===== src/rtl/lsu_pkg.sv =====
// lsu_pkg
// Shared definitions for the split load/store unit.
//   - RISC-V func3 access codes
//   - FSM state enumeration
//   - size_of():     access size in bytes for a func3 code
//   - func3_legal(): whether a func3 code is a legal load/store for the bus width
package lsu_pkg;

   localparam logic [2:0] F3_B  = 3'b000;   // LB  / SB
   localparam logic [2:0] F3_H  = 3'b001;   // LH  / SH
   localparam logic [2:0] F3_W  = 3'b010;   // LW  / SW
   localparam logic [2:0] F3_D  = 3'b011;   // LD  / SD  (64-bit bus only)
   localparam logic [2:0] F3_BU = 3'b100;   // LBU
   localparam logic [2:0] F3_HU = 3'b101;   // LHU
   localparam logic [2:0] F3_WU = 3'b110;   // LWU       (64-bit bus only)

   typedef enum logic [2:0] {
      ST_IDLE  = 3'd0,
      ST_BEAT0 = 3'd1,
      ST_BEAT1 = 3'd2,
      ST_RESP  = 3'd3,
      ST_ERR   = 3'd4
   } lsu_state_t;

   // The two low func3 bits encode log2 of the access size.
   function automatic logic [3:0] size_of(input logic [2:0] func3);
      logic [3:0] bytes;
      case (func3[1:0])
         2'b00:   bytes = 4'd1;
         2'b01:   bytes = 4'd2;
         2'b10:   bytes = 4'd4;
         default: bytes = 4'd8;
      endcase
      return bytes;
   endfunction

   // wide = 1 when the bus is 64 bits, which enables the doubleword and
   // unsigned-word encodings.
   function automatic logic func3_legal(input logic [2:0] func3,
                                        input logic       is_load,
                                        input logic       wide);
      logic ok;
      ok = 1'b0;
      if (is_load) begin
         case (func3)
            F3_B, F3_H, F3_W, F3_BU, F3_HU: ok = 1'b1;
            F3_D, F3_WU:                    ok = wide;
            default:                        ok = 1'b0;
         endcase
      end else begin
         case (func3)
            F3_B, F3_H, F3_W: ok = 1'b1;
            F3_D:             ok = wide;
            default:          ok = 1'b0;
         endcase
      end
      return ok;
   endfunction

endpackage


===== src/rtl/lsu_split_align.sv =====
// lsu_align
// Combinational data-path of the load/store unit.
//   func3     in  : access size / sign code
//   off       in  : byte offset of the access inside an NB-byte bus word
//   wdata     in  : right-aligned store data
//   rdata_lo  in  : data returned by beat0
//   rdata_hi  in  : data returned by beat1 (don't-care for single-beat accesses)
//   wdata_lo  out : store data steered onto the beat0 lanes
//   wdata_hi  out : store data steered onto the beat1 lanes
//   mask_lo   out : beat0 byte enables
//   mask_hi   out : beat1 byte enables
//   rdata_ext out : merged, right-aligned, sign/zero-extended load result
module lsu_align
   import lsu_pkg::*;
#(
   parameter  int DATA_W = 32,
   localparam int NB     = DATA_W / 8,
   localparam int OFF_W  = $clog2(NB)
) (
   input  logic [2:0]        func3,
   input  logic [OFF_W-1:0]  off,
   input  logic [DATA_W-1:0] wdata,
   input  logic [DATA_W-1:0] rdata_lo,
   input  logic [DATA_W-1:0] rdata_hi,
   output logic [DATA_W-1:0] wdata_lo,
   output logic [DATA_W-1:0] wdata_hi,
   output logic [NB-1:0]     mask_lo,
   output logic [NB-1:0]     mask_hi,
   output logic [DATA_W-1:0] rdata_ext
);

   localparam int SH_W = $clog2(DATA_W) + 1;

   logic [3:0]          size;
   logic [2*NB-1:0]     base_mask;
   logic [2*NB-1:0]     wide_mask;
   logic [2*DATA_W-1:0] wide_wdata;
   logic [2*DATA_W-1:0] merged;
   logic [DATA_W-1:0]   field;

   assign size = size_of(func3);

   // Right-aligned byte mask of `size` ones across both beats.
   for (genvar gi = 0; gi < 2 * NB; gi++) begin : g_base_mask
      assign base_mask[gi] = (gi < int'(size));
   end

   // Store steering: one double-width shift, low half feeds beat0, high half beat1.
   assign wide_wdata = {{DATA_W{1'b0}}, wdata} << {off, 3'b000};
   assign wide_mask  = base_mask << off;

   assign wdata_lo = wide_wdata[DATA_W-1:0];
   assign wdata_hi = wide_wdata[2*DATA_W-1:DATA_W];
   assign mask_lo  = wide_mask[NB-1:0];
   assign mask_hi  = wide_mask[2*NB-1:NB];

   // Load merge: bytes above `size` are discarded by the extension shifts below,
   // so stale beat1 data for single-beat loads never reaches the result.
   assign merged = {rdata_hi, rdata_lo} >> {off, 3'b000};
   assign field  = merged[DATA_W-1:0];

   logic [3:0]               keep_bytes;
   logic [SH_W-1:0]          sh;
   logic [DATA_W-1:0]        left;
   logic signed [DATA_W-1:0] left_s;

   // Extension by shifting the field to the top and back down, arithmetic
   // for signed codes (func3[2] == 0) and logical for unsigned ones.
   always_comb begin
      keep_bytes = (size > 4'(NB)) ? 4'(NB) : size;
      sh         = SH_W'(DATA_W) - SH_W'({keep_bytes, 3'b000});
      left       = field << sh;
      left_s     = $signed(left);
      if (func3[2]) begin
         rdata_ext = left >> sh;
      end else begin
         rdata_ext = left_s >>> sh;
      end
   end

endmodule


===== src/rtl/lsu_split.sv =====
// lsu_split
// Load/store unit between the core memory stage and a variable-latency
// data-memory port. Accepts one request at a time, issues one or two aligned
// bus beats, and returns a single completion pulse.
//   clk, rst                  : clock, synchronous active-low reset
//   req_valid/req_ready       : request handshake
//   req_load/req_store        : access direction (mutually exclusive)
//   req_func3, req_addr       : access code and byte address
//   req_wdata                 : right-aligned store data
//   rsp_valid/rsp_rdata/rsp_err : one-cycle completion, extended load data, error flag
//   mem_request/mem_we/mem_addr/mem_wdata/mem_masking_byte : bus beat outputs
//   mem_valid/mem_rdata       : beat completion and read data (same cycle)
module lsu_split
   import lsu_pkg::*;
#(
   parameter int DATA_W      = 32,
   parameter int ADDR_W      = 32,
   parameter bit MISALIGN_EN = 1'b1
) (
   input  logic                clk,
   input  logic                rst,
   input  logic                req_valid,
   output logic                req_ready,
   input  logic                req_load,
   input  logic                req_store,
   input  logic [2:0]          req_func3,
   input  logic [ADDR_W-1:0]   req_addr,
   input  logic [DATA_W-1:0]   req_wdata,
   output logic                rsp_valid,
   output logic [DATA_W-1:0]   rsp_rdata,
   output logic                rsp_err,
   output logic                mem_request,
   output logic                mem_we,
   output logic [ADDR_W-1:0]   mem_addr,
   output logic [DATA_W-1:0]   mem_wdata,
   output logic [DATA_W/8-1:0] mem_masking_byte,
   input  logic                mem_valid,
   input  logic [DATA_W-1:0]   mem_rdata
);

   localparam int NB    = DATA_W / 8;
   localparam int OFF_W = $clog2(NB);
   localparam bit WIDE  = (DATA_W == 64);

   lsu_state_t state_reg, state_next;

   logic              load_reg;
   logic [2:0]        func3_reg;
   logic [OFF_W-1:0]  off_reg;
   logic              misalign_reg;
   logic [DATA_W-1:0] beat0_data_reg;
   logic [DATA_W-1:0] beat1_data_reg;
   logic [ADDR_W-1:0] addr_hi_reg;
   logic [DATA_W-1:0] wdata_hi_reg;
   logic [NB-1:0]     mask_hi_reg;
   logic              mem_we_reg;
   logic [ADDR_W-1:0] mem_addr_reg;
   logic [DATA_W-1:0] mem_wdata_reg;
   logic [NB-1:0]     mem_mask_reg;

   // ------------------------------------------------------------------
   // Request decode (only meaningful in IDLE)
   // ------------------------------------------------------------------
   logic [OFF_W-1:0]  req_off;
   logic [3:0]        req_size;
   logic [4:0]        req_span;
   logic              req_misalign;
   logic              req_ok;
   logic [ADDR_W-1:0] beat0_addr;

   assign req_off      = req_addr[OFF_W-1:0];
   assign req_size     = size_of(req_func3);
   assign req_span     = 5'(req_off) + 5'(req_size);
   assign req_misalign = (req_span > 5'(NB));
   assign req_ok       = (req_load ^ req_store)
                       && func3_legal(req_func3, req_load, WIDE)
                       && (MISALIGN_EN || !req_misalign);
   assign beat0_addr   = {req_addr[ADDR_W-1:OFF_W], {OFF_W{1'b0}}};

   // ------------------------------------------------------------------
   // Data path: in IDLE it steers the incoming store, afterwards it merges
   // the captured beats using the latched access code and offset.
   // ------------------------------------------------------------------
   logic              in_idle;
   logic [2:0]        al_func3;
   logic [OFF_W-1:0]  al_off;
   logic [DATA_W-1:0] al_wdata_lo;
   logic [DATA_W-1:0] al_wdata_hi;
   logic [NB-1:0]     al_mask_lo;
   logic [NB-1:0]     al_mask_hi;
   logic [DATA_W-1:0] al_rdata;

   assign in_idle  = (state_reg == ST_IDLE);
   assign al_func3 = in_idle ? req_func3 : func3_reg;
   assign al_off   = in_idle ? req_off   : off_reg;

   lsu_align #(
      .DATA_W (DATA_W)
   ) u_align (
      .func3     (al_func3),
      .off       (al_off),
      .wdata     (req_wdata),
      .rdata_lo  (beat0_data_reg),
      .rdata_hi  (beat1_data_reg),
      .wdata_lo  (al_wdata_lo),
      .wdata_hi  (al_wdata_hi),
      .mask_lo   (al_mask_lo),
      .mask_hi   (al_mask_hi),
      .rdata_ext (al_rdata)
   );

   // ------------------------------------------------------------------
   // FSM next state and outputs
   // ------------------------------------------------------------------
   always_comb begin
      state_next  = state_reg;
      req_ready   = 1'b0;
      mem_request = 1'b0;
      rsp_valid   = 1'b0;
      rsp_err     = 1'b0;
      rsp_rdata   = '0;
      case (state_reg)
         ST_IDLE: begin
            req_ready = 1'b1;
            if (req_valid) begin
               state_next = req_ok ? ST_BEAT0 : ST_ERR;
            end
         end
         ST_BEAT0: begin
            mem_request = 1'b1;
            if (mem_valid) begin
               state_next = misalign_reg ? ST_BEAT1 : ST_RESP;
            end
         end
         ST_BEAT1: begin
            mem_request = 1'b1;
            if (mem_valid) begin
               state_next = ST_RESP;
            end
         end
         ST_RESP: begin
            rsp_valid  = 1'b1;
            rsp_rdata  = load_reg ? al_rdata : '0;
            state_next = ST_IDLE;
         end
         ST_ERR: begin
            rsp_valid  = 1'b1;
            rsp_err    = 1'b1;
            state_next = ST_IDLE;
         end
         default: state_next = ST_IDLE;
      endcase
   end

   // ------------------------------------------------------------------
   // State and data registers
   // ------------------------------------------------------------------
   always_ff @(posedge clk) begin
      if (!rst) begin
         state_reg      <= ST_IDLE;
         load_reg       <= 1'b0;
         func3_reg      <= '0;
         off_reg        <= '0;
         misalign_reg   <= 1'b0;
         beat0_data_reg <= '0;
         beat1_data_reg <= '0;
         addr_hi_reg    <= '0;
         wdata_hi_reg   <= '0;
         mask_hi_reg    <= '0;
         mem_we_reg     <= 1'b0;
         mem_addr_reg   <= '0;
         mem_wdata_reg  <= '0;
         mem_mask_reg   <= '0;
      end else begin
         state_reg <= state_next;
         case (state_reg)
            ST_IDLE: begin
               // Beat0 bus fields are prepared at acceptance so they are
               // registered and stable from the first bus cycle; beat1 fields
               // wait in shadow registers.
               if (req_valid && req_ok) begin
                  load_reg      <= req_load;
                  func3_reg     <= req_func3;
                  off_reg       <= req_off;
                  misalign_reg  <= req_misalign;
                  mem_we_reg    <= req_store;
                  mem_addr_reg  <= beat0_addr;
                  addr_hi_reg   <= beat0_addr + ADDR_W'(NB);
                  mem_mask_reg  <= al_mask_lo;
                  mask_hi_reg   <= al_mask_hi;
                  mem_wdata_reg <= req_store ? al_wdata_lo : '0;
                  wdata_hi_reg  <= req_store ? al_wdata_hi : '0;
               end
            end
            ST_BEAT0: begin
               if (mem_valid) begin
                  beat0_data_reg <= mem_rdata;
                  if (misalign_reg) begin
                     mem_addr_reg  <= addr_hi_reg;
                     mem_mask_reg  <= mask_hi_reg;
                     mem_wdata_reg <= wdata_hi_reg;
                  end
               end
            end
            ST_BEAT1: begin
               if (mem_valid) begin
                  beat1_data_reg <= mem_rdata;
               end
            end
            default: ;
         endcase
      end
   end

   assign mem_we           = mem_we_reg;
   assign mem_addr         = mem_addr_reg;
   assign mem_wdata        = mem_wdata_reg;
   assign mem_masking_byte = mem_mask_reg;

endmodule

===== config.mk =====
export PLATFORM = sky130hd
export DESIGN_NAME = lsu_split
export DESIGN_NICKNAME = d
export VERILOG_FILES = /design/src/rtl/lsu_pkg.sv /design/src/rtl/lsu_split_align.sv /design/src/rtl/lsu_split.sv
export SDC_FILE = /design/constraint.sdc
export NUM_CORES = 1
export LEC_CHECK = 0
export CAP_MARGIN = 20
export CELL_PAD_IN_SITES_DETAIL_PLACEMENT = 1
export CELL_PAD_IN_SITES_GLOBAL_PLACEMENT = 2
export CORE_MARGIN = 2
export CORE_UTILIZATION = 23
export DETAILED_ROUTE_END_ITERATION = 7
export GPL_ROUTABILITY_DRIVEN = 0
export PLACE_DENSITY_LB_ADDON = 0.08
export SYNTH_ARGS = -nofsm -noshare
export SYNTH_HDL_FRONTEND = slang
export SYNTH_HIERARCHICAL = 1
export SYNTH_SLANG_ARGS = --single-unit

===== constraint.sdc =====
create_clock -name clk -period 4.4 [get_ports clk]
set_clock_uncertainty 0.15 [all_clocks]
set_input_delay 0.66 -clock clk [delete_from_list [all_inputs] [get_ports clk]]
set_output_delay 0.66 -clock clk [all_outputs]
set_load 0.01 [all_outputs]

==> parameters.txt, run 1 <==
Parameter                              Value

Critical path
  Critical Setup Path Class    reg2out
  Worst-case register-to-register setup slack    1.24 ns
  CP startpoint kind    register
  Top Family by Delay on Critical Path    simple AND/OR/NAND/NOR gates
  Stage delay of the slowest cell on the critical path    approximately 0.36 ns
  Worst path bufs/invs    3
  Setup crit start    state_reg[0]$_SDFFE_PN0P_
  CP arrival    about 3.5 ns
  CP cell instances    nor3_4 -> buf_12 -> mux2_2 -> or2_2 -> ha_4 -> buf_4 -> nor2b_1 -> nor2b_1 -> nor3_1 -> o221ai_1 -> and2_1 -> dlygate4sd2_1
  Crit path top cell by count    nor2b_1
  Reg2Reg Capture Point    mem_wdata[22]$_SDFFE_PN0P_
  Crit Path Max Fanout    9
  Slowest stage cell, crit path    mux2_2
  Critical path capture point type    primary output
  Worst R2R Start    state_reg[0]$_SDFFE_PN0P_
  Stages on worst setup path    12
  Required time at the worst-slack endpoint    around 3.6 ns
  Crit path capture    rsp_rdata[19]
  R2R depth    10

Pwr
  Leakage power of the design    5.29 nW
  Power density relative to cell area    348 mW/mm2
  Largest voltage drop on the vdd net    ~0.00031 V

Global routing
  Gr busiest metal    met2
  Met2 capacity usage during global routing    0.320
  Antenna violations before repair    1
  Met1 Usage GRT    0.247
  Met3 capacity usage during global routing    0.0334
  Pin count of the biggest net entering global routing    170
  GR Overflow Total    0
  Wire length of the first global-routing pass    around 72000 um
  Global router's overall resource usage    0.189
  Number of global-route vias before repair    11200

Drt
  Number of DRC violations after detailed-routing iteration 0    roughly 570
  Remaining antenna violation count    0
  WL per Instance    21.3 um
  Number of vias per cell    4.81
  Post-detailed-routing wire length    ~48000 um
  Vias    10900
  DRC    0
  Total iterations of the first detailed-routing run    5

Finish
  Final design area excluding fillers    approximately 0.015 mm2
  Most common cell after layout, fill and taps aside    nand2_1
  Non-filler cells, final    about 2300
  Area overhead of the layout relative to synthesis    31.4%
  Number of nets in the layout    1690
  Fraction of layout cells with a size suffix above 1    0.132
  Antenna diodes    0
  Top library cells by usage in the layout, fill and taps aside    321 x nand2_1, 199 x dfxtp_1, 177 x clkdlybuf4s50_1

Timing
  Slew at the pin closest to its max-slew limit    about 0.9 ns
  Final critical-path required period    about 4.3 ns
  Relative slew slack    0.391
  Final hold vios    0
  Timing-limited maximum frequency    approximately 0.23 GHz
  Fin crit share    0.970
  Pins Over Slew Limit    0
  Setup-failing EPs final    0
  Setup repair after global routing missed its margin    no
  Final worst slack    0.134 ns

Placement
  Number of cells in the design after placement    2214
  Detailed placer's ending HPWL    33000 um
  Post-Place Cell Area    0.0141 mm2
  Worst setup slack before clock tree synthesis    -0.142 ns
  Port Buffer Count    207

Run
  Max cap viols    0

Floorplan
  Placeable Area    0.0488 mm2
  Count of standard-cell rows    81
  X dimension of the die    226 um
  Starting Density    0.233
  Die outline height    ~230 um
  Die footprint    ~0.05 mm2
  I/O pins    210

Clock network
  Clock buffer count from CTS    17
  Clock insertion delay at the later pin of the skew report    0.49 ns
  H-Tree Level Count    4
  Number of clock sinks    ~200
  CTS root buffer    clkbuf_16
  Clock transition at the registers of the reported paths    0.08 ns
  Clock tree from TritonCTS    done
  Buffer levels on the longest clock path    2
  Post-CTS Hold Buffers    0

Yosys
  Average instance area after synthesis    8.02 um2
  Syn. warnings    6
  Number of instances in the synthesized netlist    1419
  Combined area of all synthesized cells    0.0114 mm2

Worst hold path
  Class of the most critical hold timing path    reg2reg

Outcome
  Outcome    completed
[tightest hold or removal path, delay by kind of cell, from the launching register on]
family,cells,cell delay [ns]
AO/OA/AOI/OAI,1,0.05
flip-flops,1,0.31
AND/OR/NAND/NOR,1,0.05
[worst min path at each step]
stage / startpoint / slack [ns] / to / depth (start not counted)
CTS: wdata_hi_reg[28]$_SDFFE_PN0P_ / 0.31 / wdata_hi_reg[28]$_SDFFE_PN0P_ / 2
detailed placement: wdata_hi_reg[1]$_SDFFE_PN0P_ / 0.30 / wdata_hi_reg[1]$_SDFFE_PN0P_ / 2
global placement: func3_reg[2]$_SDFFE_PN0P_ / 0.29 / func3_reg[2]$_SDFFE_PN0P_ / 2
finish: wdata_hi_reg[28]$_SDFFE_PN0P_ / 0.30 / wdata_hi_reg[28]$_SDFFE_PN0P_ / 2
global route: load_reg$_SDFFE_PN0P_ / 0.32 / load_reg$_SDFFE_PN0P_ / 2
floorplan: load_reg$_SDFFE_PN0P_ / 0.28 / load_reg$_SDFFE_PN0P_ / 2
[power by group]
group | switching [mW] | total, mW | leakage (nW) | internal, mW
clock network | 0.873 | 1.68 | 0.286 | 0.806
logic | 0.889 | 1.55 | 3.39 | 0.665
registers | 0.0657 | 1.97 | 1.61 | 1.90
total | 1.83 | 5.20 | 5.29 | 3.37
[timing repair]
action | CTS | global route
endpoints found under the setup margin | 32 | 12
resized for setup | 31 | 20
cloned | 1 | 2
setup buffers | 5 | 4
pin swaps | 2 | 4
endpoints found under the hold margin | 0 | 0
[metrics by stage]
step	power (mW)	hold WS, ns	utilization	TNS [ns]
2_1_floorplan	2.88	0.282	-	0
3_3_place_gp	3.50	0.290	0.290	-0.0957
3_5_place_dp	3.51	0.298	0.290	-0.243
4_1_cts	5.28	0.309	0.304	-0.290
5_1_grt	5.49	0.321	0.306	0
6_report	5.20	0.305	0.306	0
[final cells by class]
type / count / area, um2
Clock inverter: 15 / 163
Inverter: 11 / 46.3
Clock buffer: 17 / 425
Fill cell: 5771 / 33900
Tap cell: 664 / 831
Timing Repair Buffer: 275 / 2720
Sequential cell: 199 / 3980
Multi-Input combinational cell: 1076 / 6790
[routing by layer]
metal,part of all wire,routed length [um]
met3,0.030,1430
met1,0.46,22200
met5,0.00027,13
met4,0.016,746
met2,0.49,23600
Power figures use the tool's default switching activity.
==> run 2: changes to the inputs <==
SKIP_LAST_GASP = 1   (was default)
==> run 2 against run 1 <==
  * The flow now finishes with violations (setup timing)
  * Non-clock buffer count grew 3
  * Cell count grew 0.13%
  * Die area is the same
  * Flip-flop and latch count is the same
  * Utilization grew 0.064 points
  * First-iteration DRC count grew 5.1%
  * Register-to-register slack lost 0.15 ns
==> parameters.txt, run 2 (synthesized netlist as in run 1, its figures left out) <==
Parameter                              Value

Clock network
  Buffer levels on the longest clock path    2 (unchanged)
  CTS root buffer    clkbuf_16 (unchanged)
  Number of clock sinks    199 (unchanged)
  Clock tree from TritonCTS    done (unchanged)
  H-Tree Level Count    4 (unchanged)
  Clock insertion delay at the later pin of the skew report    0.49 ns (about the same)
  Clock transition at the registers of the reported paths    0.08 ns (about the same)
  Clock buffer count from CTS    17 (unchanged)
  Post-CTS Hold Buffers    0 (unchanged)

Critical path
  R2R depth    11 (was 10)
  Critical path capture point type    primary output (unchanged)
  CP cell instances    nor3_4 -> buf_12 -> buf_4 -> buf_4 -> mux2_4 -> mux2_4 -> mux4_2 -> nand2_4 -> o21ai_1 -> and2_1 -> clkdlybuf4s50_1 (was nor3_4 -> buf_12 -> mux2_2 -> or2_2 -> ha_4 -> buf_4 -> nor2b_1 -> nor2b_1 -> nor3_1 -> o221ai_1 -> and2_1 -> dlygate4sd2_1)
  CP startpoint kind    register (unchanged)
  Slowest stage cell, crit path    mux4_2 (was mux2_2)
  Stage delay of the slowest cell on the critical path    0.61 ns (was 0.36 ns)
  Reg2Reg Capture Point    mem_wdata[22]$_SDFFE_PN0P_ (unchanged)
  CP arrival    3.66 ns (was 3.46 ns)
  Critical Setup Path Class    reg2out (unchanged)
  Crit Path Max Fanout    7 (was 9)
  Worst-case register-to-register setup slack    1.09 ns (was 1.24 ns)
  Required time at the worst-slack endpoint    3.59 ns (about the same)
  Worst R2R Start    state_reg[0]$_SDFFE_PN0P_ (unchanged)

Timing
  Final hold vios    0 (unchanged)
  Setup repair after global routing missed its margin    yes (was no)
  Timing-limited maximum frequency    0.224 GHz (was 0.234 GHz)
  Relative slew slack    0.372 (was 0.391)
  Fin crit share    1.02 (was 0.970)
  Slew at the pin closest to its max-slew limit    0.942 ns (was 0.913 ns)
  Setup-failing EPs final    5 (was 0)
  Final critical-path required period    4.47 ns (was 4.27 ns)
  Pins Over Slew Limit    0 (unchanged)
  Final worst slack    -0.0679 ns (was 0.134 ns)

Finish
  Fill cell count    5773 (was 5771)
  Sequential cell area in the final layout    0.00398 mm2 (unchanged)
  Number of nets in the layout    1693 (was 1690)
  Multi-input logic area    0.00677 mm2 (was 0.00679 mm2)
  Fraction of layout cells with a size suffix above 1    0.131 (was 0.132)
  Area overhead of the layout relative to synthesis    31.7% (was 31.4%)
  Top library cells by usage in the layout, fill and taps aside    321 x nand2_1, 199 x dfxtp_1, 189 x clkdlybuf4s50_1 (was 321 x nand2_1, 199 x dfxtp_1, 177 x clkdlybuf4s50_1)
  Most common cell after layout, fill and taps aside    nand2_1 (unchanged)
  Antenna diodes    0 (unchanged)

Pwr
  Power density relative to cell area    347 mW/mm2 (was 348 mW/mm2)
  Leakage power of the design    5.30 nW (was 5.29 nW)
  Pwr Total    5.20 mW (about the same)
  Largest voltage drop on the vdd net    0.000310 V (was 0.000308 V)

Outcome
  Outcome    complete, but fails checks (was completed)
  Violated checks    setup timing

Global routing
  Pin count of the biggest net entering global routing    170 (unchanged)
  Wire length of the first global-routing pass    72200 um (about the same)
  Antenna violations before repair    1 (unchanged)
  Global router's overall resource usage    0.189 (about the same)
  Number of global-route vias before repair    11200 (about the same)
  GR Overflow Total    0 (unchanged)

Worst hold path
  Min-Delay Startpoint    wdata_hi_reg[28]$_SDFFE_PN0P_ (unchanged)
  Class of the most critical hold timing path    reg2reg (unchanged)
  Hold Path End    wdata_hi_reg[28]$_SDFFE_PN0P_ (unchanged)
  Hold Path Depth    2 (unchanged)

Drt
  Vias    10900 (about the same)
  Total iterations of the first detailed-routing run    7 (was 5)
  DRC    0 (unchanged)
  Remaining antenna violation count    0 (unchanged)
  Number of vias per cell    4.81 (about the same)
  WL per Instance    21.3 um (about the same)
  Post-detailed-routing wire length    48000 um (about the same)
  Number of DRC violations after detailed-routing iteration 0    601 (was 572)

Floorplan
  I/O pins    210 (unchanged)
  Count of standard-cell rows    81 (unchanged)
  Die footprint    0.0513 mm2 (unchanged)
  Starting Density    0.233 (unchanged)
  Die outline height    226 um (unchanged)
  X dimension of the die    226 um (unchanged)
  Placeable Area    0.0488 mm2 (unchanged)

Placement
  Port Buffer Count    207 (unchanged)
  Worst setup slack before clock tree synthesis    -0.142 ns (unchanged)
  Detailed placer's ending HPWL    33000 um (unchanged)

Run
  Max cap viols    0 (unchanged)
==> run 2: changes by cell type in the layout (fill, tap and decap cells not counted), moves of 2 or more <==
cell | before | now
dlygate4sd2_1 | 19 | 2
clkdlybuf4s50_1 | 177 | 189
buf_4 | 56 | 62
dlymetal6s2s_1 | 10 | 15
buf_6 | 3 | 0
mux2_2 | 10 | 12
mux2_4 | 5 | 3
==> run 2: area by class of cell <==
type | instances | share of cell area
inverter | 11 | 0.00326
clock buffer | 17 | 0.0284
timing repair buffer | 278 | 0.184
multi-input combinational | 1076 | 0.452
clock inverter | 15 | 0.0109
tap | 664 | 0.0554
sequential | 199 | 0.266
==> run 2: worst max-delay path, delay by kind of cell, from the launching register on <==
family | cells | cell delay, ns
AO/OA/AOI/OAI | 1 | 0.10
buffers and inverters | 4 | 0.87
AND/OR/NAND/NOR | 3 | 0.52
multiplexers | 3 | 1.32
flip-flops | 1 | 0.34
==> run 2: routing by layer <==
layer	wire length [um]	vias up	track usage
li1	-	5326	-
met1	22200	5343	0.247
met2	23700	165	0.320
met3	1390	37	0.0334
met4	778	2	0.0528
met5	13	-	0
==> run 2: per-stage QoR <==
stage          utilization  cells  setup TNS [ns]  hold WS (ns)  instance area [um2]
3_5_place_dp         0.290   2214          -0.243         0.298                14100
6_report             0.307   2260          -0.165         0.305                15000
2_1_floorplan            -   1427               0         0.282                11400
4_1_cts              0.304   2252           -1.86         0.309                14800
5_1_grt              0.307   2260           -2.37         0.321                15000
3_3_place_gp         0.290   2214         -0.0957         0.290                14100
==> run 2: how the worst max path moves through the flow <==
| stage | cells after the start | startpoint | end |
|---|---|---|---|
| 2_1_floorplan | 12 | state_reg[2]$_SDFFE_PN0P_ | rsp_rdata[16] |
| 5_1_grt | 11 | state_reg[0]$_SDFFE_PN0P_ | rsp_rdata[4] |
| 3_5_place_dp | 10 | req_func3[1] | rsp_rdata[19] |
| 4_1_cts | 11 | state_reg[0]$_SDFFE_PN0P_ | rsp_rdata[19] |
| 3_3_place_gp | 10 | req_func3[0] | rsp_rdata[19] |
| 6_report | 11 | state_reg[0]$_SDFFE_PN0P_ | rsp_rdata[22] |
==> run 2: where the power goes <==
group          internal [mW]  switching [mW]  leakage, nW
Sequential              1.90          0.0658         1.61
Combinational          0.664           0.890         3.40
Clock                  0.806           0.877        0.286
Total                   3.37            1.83         5.30
==> run 2: repair_timing <==
item,in CTS,in global routing
pin swaps,2,2
resized for setup,11,21
gates cloned,1,2
buffers inserted,5,6
endpoints found under the setup margin,32,27
==> run 3: changes to the inputs <==
MAX_ROUTING_LAYER = met4   (was default)
RECOVER_POWER = 100   (was default)
==> run 3 against run 2 <==
  * The flow finishes with violations (capacitance limit, slew limit, setup timing)
  * Die area stayed put
  * Combinational power down 3%
  * Sequential power about the same
  * Register-to-register slack got worse by 0.14 ns
  * Final area down 1.5%
  * Non-clock buffer count fell by 1
  * Total power fell by 1.0%
  * Sequential share of layout area is 0.40 points higher
  * Setup slack got worse by 0.011 ns
  * Worst hold slack worse by 0.00082 ns
  * Critical path type unchanged
  * Critical endpoint unchanged
==> parameters.txt, run 3 (synthesized netlist as in run 1, its figures left out) <==
Parameter                              Value

Critical path
  Worst path bufs/invs    4 (unchanged)
  Worst R2R Start    state_reg[0]$_SDFFE_PN0P_ (unchanged)
  CP arrival    3.67 ns (was 3.66 ns)
  CP startpoint kind    register (unchanged)
  Setup crit start    state_reg[0]$_SDFFE_PN0P_ (unchanged)
  Required time at the worst-slack endpoint    3.59 ns (about the same)
  CP cell instances    nor3_4 -> buf_12 -> buf_4 -> buf_4 -> mux2_4 -> mux2_4 -> mux4_2 -> nand2_4 -> o21ai_1 -> and2_1 -> clkdlybuf4s50_1 (unchanged)
  Critical Setup Path Class    reg2out (unchanged)
  Crit Path Max Fanout    7 (unchanged)
  Stage delay of the slowest cell on the critical path    0.61 ns (about the same)
  Slowest stage cell, crit path    mux4_2 (unchanged)
  Critical path capture point type    primary output (unchanged)
  Top Family by Delay on Critical Path    multiplexers (unchanged)

Drt
  Remaining antenna violation count    0 (unchanged)
  Number of DRC violations after detailed-routing iteration 0    612 (was 601)
  Number of vias per cell    4.84 (was 4.81)
  DRC    0 (unchanged)
  WL per Instance    21.3 um (about the same)
  Post-detailed-routing wire length    48000 um (about the same)
  Vias    10900 (about the same)
  Total iterations of the first detailed-routing run    7 (unchanged)

Clock network
  H-Tree Level Count    4 (unchanged)
  Buffer levels on the longest clock path    2 (unchanged)
  Post-CTS Hold Buffers    0 (unchanged)
  CTS root buffer    clkbuf_16 (unchanged)
  Clock buffer count from CTS    17 (unchanged)
  Number of clock sinks    199 (unchanged)
  Clock transition at the registers of the reported paths    0.08 ns (about the same)
  Clock insertion delay at the later pin of the skew report    0.49 ns (about the same)
  Clock tree from TritonCTS    done (unchanged)

Global routing
  Antenna violations before repair    2 (was 1)
  Global router's overall resource usage    0.195 (was 0.189)
  Pin count of the biggest net entering global routing    170 (unchanged)
  Number of global-route vias before repair    11200 (about the same)
  Wire length of the first global-routing pass    72200 um (about the same)
  GR Overflow Total    0 (unchanged)

Floorplan
  Placeable Area    0.0488 mm2 (unchanged)
  I/O pins    210 (unchanged)
  Die outline height    226 um (unchanged)
  Starting Density    0.233 (unchanged)
  X dimension of the die    226 um (unchanged)
  Count of standard-cell rows    81 (unchanged)
  Die footprint    0.0513 mm2 (unchanged)

Worst hold path
  Class of the most critical hold timing path    reg2reg (unchanged)
  Min-Delay Startpoint    wdata_hi_reg[28]$_SDFFE_PN0P_ (unchanged)

Timing
  Slew at the pin closest to its max-slew limit    2.11 ns (was 0.942 ns)
  Pins Over Slew Limit    218 (was 0)
  Timing-limited maximum frequency    0.223 GHz (was 0.224 GHz)
  Setup repair after global routing missed its margin    yes (unchanged)
  Final hold vios    0 (unchanged)
  Fin crit share    1.02 (about the same)
  Relative slew slack    -0.405 (was 0.372)
  Final worst slack    -0.0794 ns (was -0.0679 ns)
  Final critical-path required period    4.48 ns (was 4.47 ns)
  Setup-failing EPs final    5 (unchanged)

Finish
  Most common cell after layout, fill and taps aside    nand2_1 (unchanged)
  Number of nets in the layout    1692 (was 1693)
  Area overhead of the layout relative to synthesis    29.7% (was 31.7%)
  Final design area excluding fillers    0.0148 mm2 (was 0.0150 mm2)
  Fraction of layout cells with a size suffix above 1    0.113 (was 0.131)
  Fin util    0.302 (was 0.307)
  Top library cells by usage in the layout, fill and taps aside    321 x nand2_1, 199 x dfxtp_1, 130 x a21oi_1 (was 321 x nand2_1, 199 x dfxtp_1, 189 x clkdlybuf4s50_1)

Outcome
  Violated checks    capacitance limit, slew limit, setup timing (was setup timing)
  Outcome    complete, but fails checks (unchanged)

Run
  Max cap viols    2 (was 0)

Placement
  Detailed placer's ending HPWL    33000 um (unchanged)
  Port Buffer Count    207 (unchanged)
  Post-Place Cell Area    0.0141 mm2 (unchanged)

Pwr
  Largest voltage drop on the vdd net    0.000310 V (about the same)
  Power density relative to cell area    349 mW/mm2 (was 347 mW/mm2)
  Leakage power of the design    5.46 nW (was 5.30 nW)
-- run 3: cell count changes in the layout (fill, tap and decap cells not counted), moves of 2 or more --
cell and change:
clkdlybuf4s50_1 -72, dlygate4sd3_1 +72, a311oi_1 +27, a311oi_2 -27, buf_12 -3, buf_4 -3
clkbuf_2 +3, clkbuf_4 +2
-- run 3: report_power, final --
group	switching (mW)	leakage (nW)	internal [mW]
clock network	0.876	0.286	0.806
logic	0.874	3.56	0.631
registers	0.0633	1.61	1.90
-- run 3: what timing repair did --
item	in CTS	in global routing
gates cloned	1	2
resized for setup	11	21
pin swaps	2	2
endpoints found under the setup margin	32	27
setup buffers	5	5
-- run 3: layout make-up --
cell class                 instances  area (um2)
multi-input combinational       1076        6600
inverter                          11        45.0
fill                            5810       34100
clock inverter                    15         163
clock buffer                      17         425
tap                              664         831
timing repair buffer             277        2710
sequential                       199        3980
antenna                            1        2.50
-- run 3: layer usage --
metal	routed length, um	up-vias	share of wire	track usage
li1	-	5313	-	-
met4	776	0	0.016	0.0548
met3	1390	34	0.029	0.0307
met2	23700	177	0.49	0.322
met1	22100	5411	0.46	0.247
met5	0	-	0	-
-- run 3: path summary, 6_finish.rpt --
| kind | end | slack, ns | depth (start not counted) |
|---|---|---|---|
| min | wdata_hi_reg[28]$_SDFFE_PN0P_ | 0.30 | 2 |
| max reg2reg | mem_addr[10]$_SDFFE_PN0P_ | 0.95 | 8 |
| max | rsp_rdata[22] | -0.08 | 11 |
| min reg2reg | wdata_hi_reg[28]$_SDFFE_PN0P_ | 0.30 | 2 |
-- run 3: tightest hold or removal path, stage by stage, from the launching register on --
cell and delay, ns:
dfxtp_1 0.31, nand2_1 0.05, a21oi_1 0.05
-- run 3: per-stage QoR --
stage	hold WS (ns)	instances	setup TNS, ns	setup WS, ns	power (mW)
global route	0.320	2260	-2.45	-0.208	5.44
global placement	0.290	2214	-0.0957	-0.0547	3.50
detailed placement	0.298	2214	-0.243	-0.142	3.51
CTS	0.309	2252	-1.86	-0.155	5.27
finish	0.305	2260	-0.178	-0.0794	5.15
floorplan	0.282	1427	0	0.356	2.88
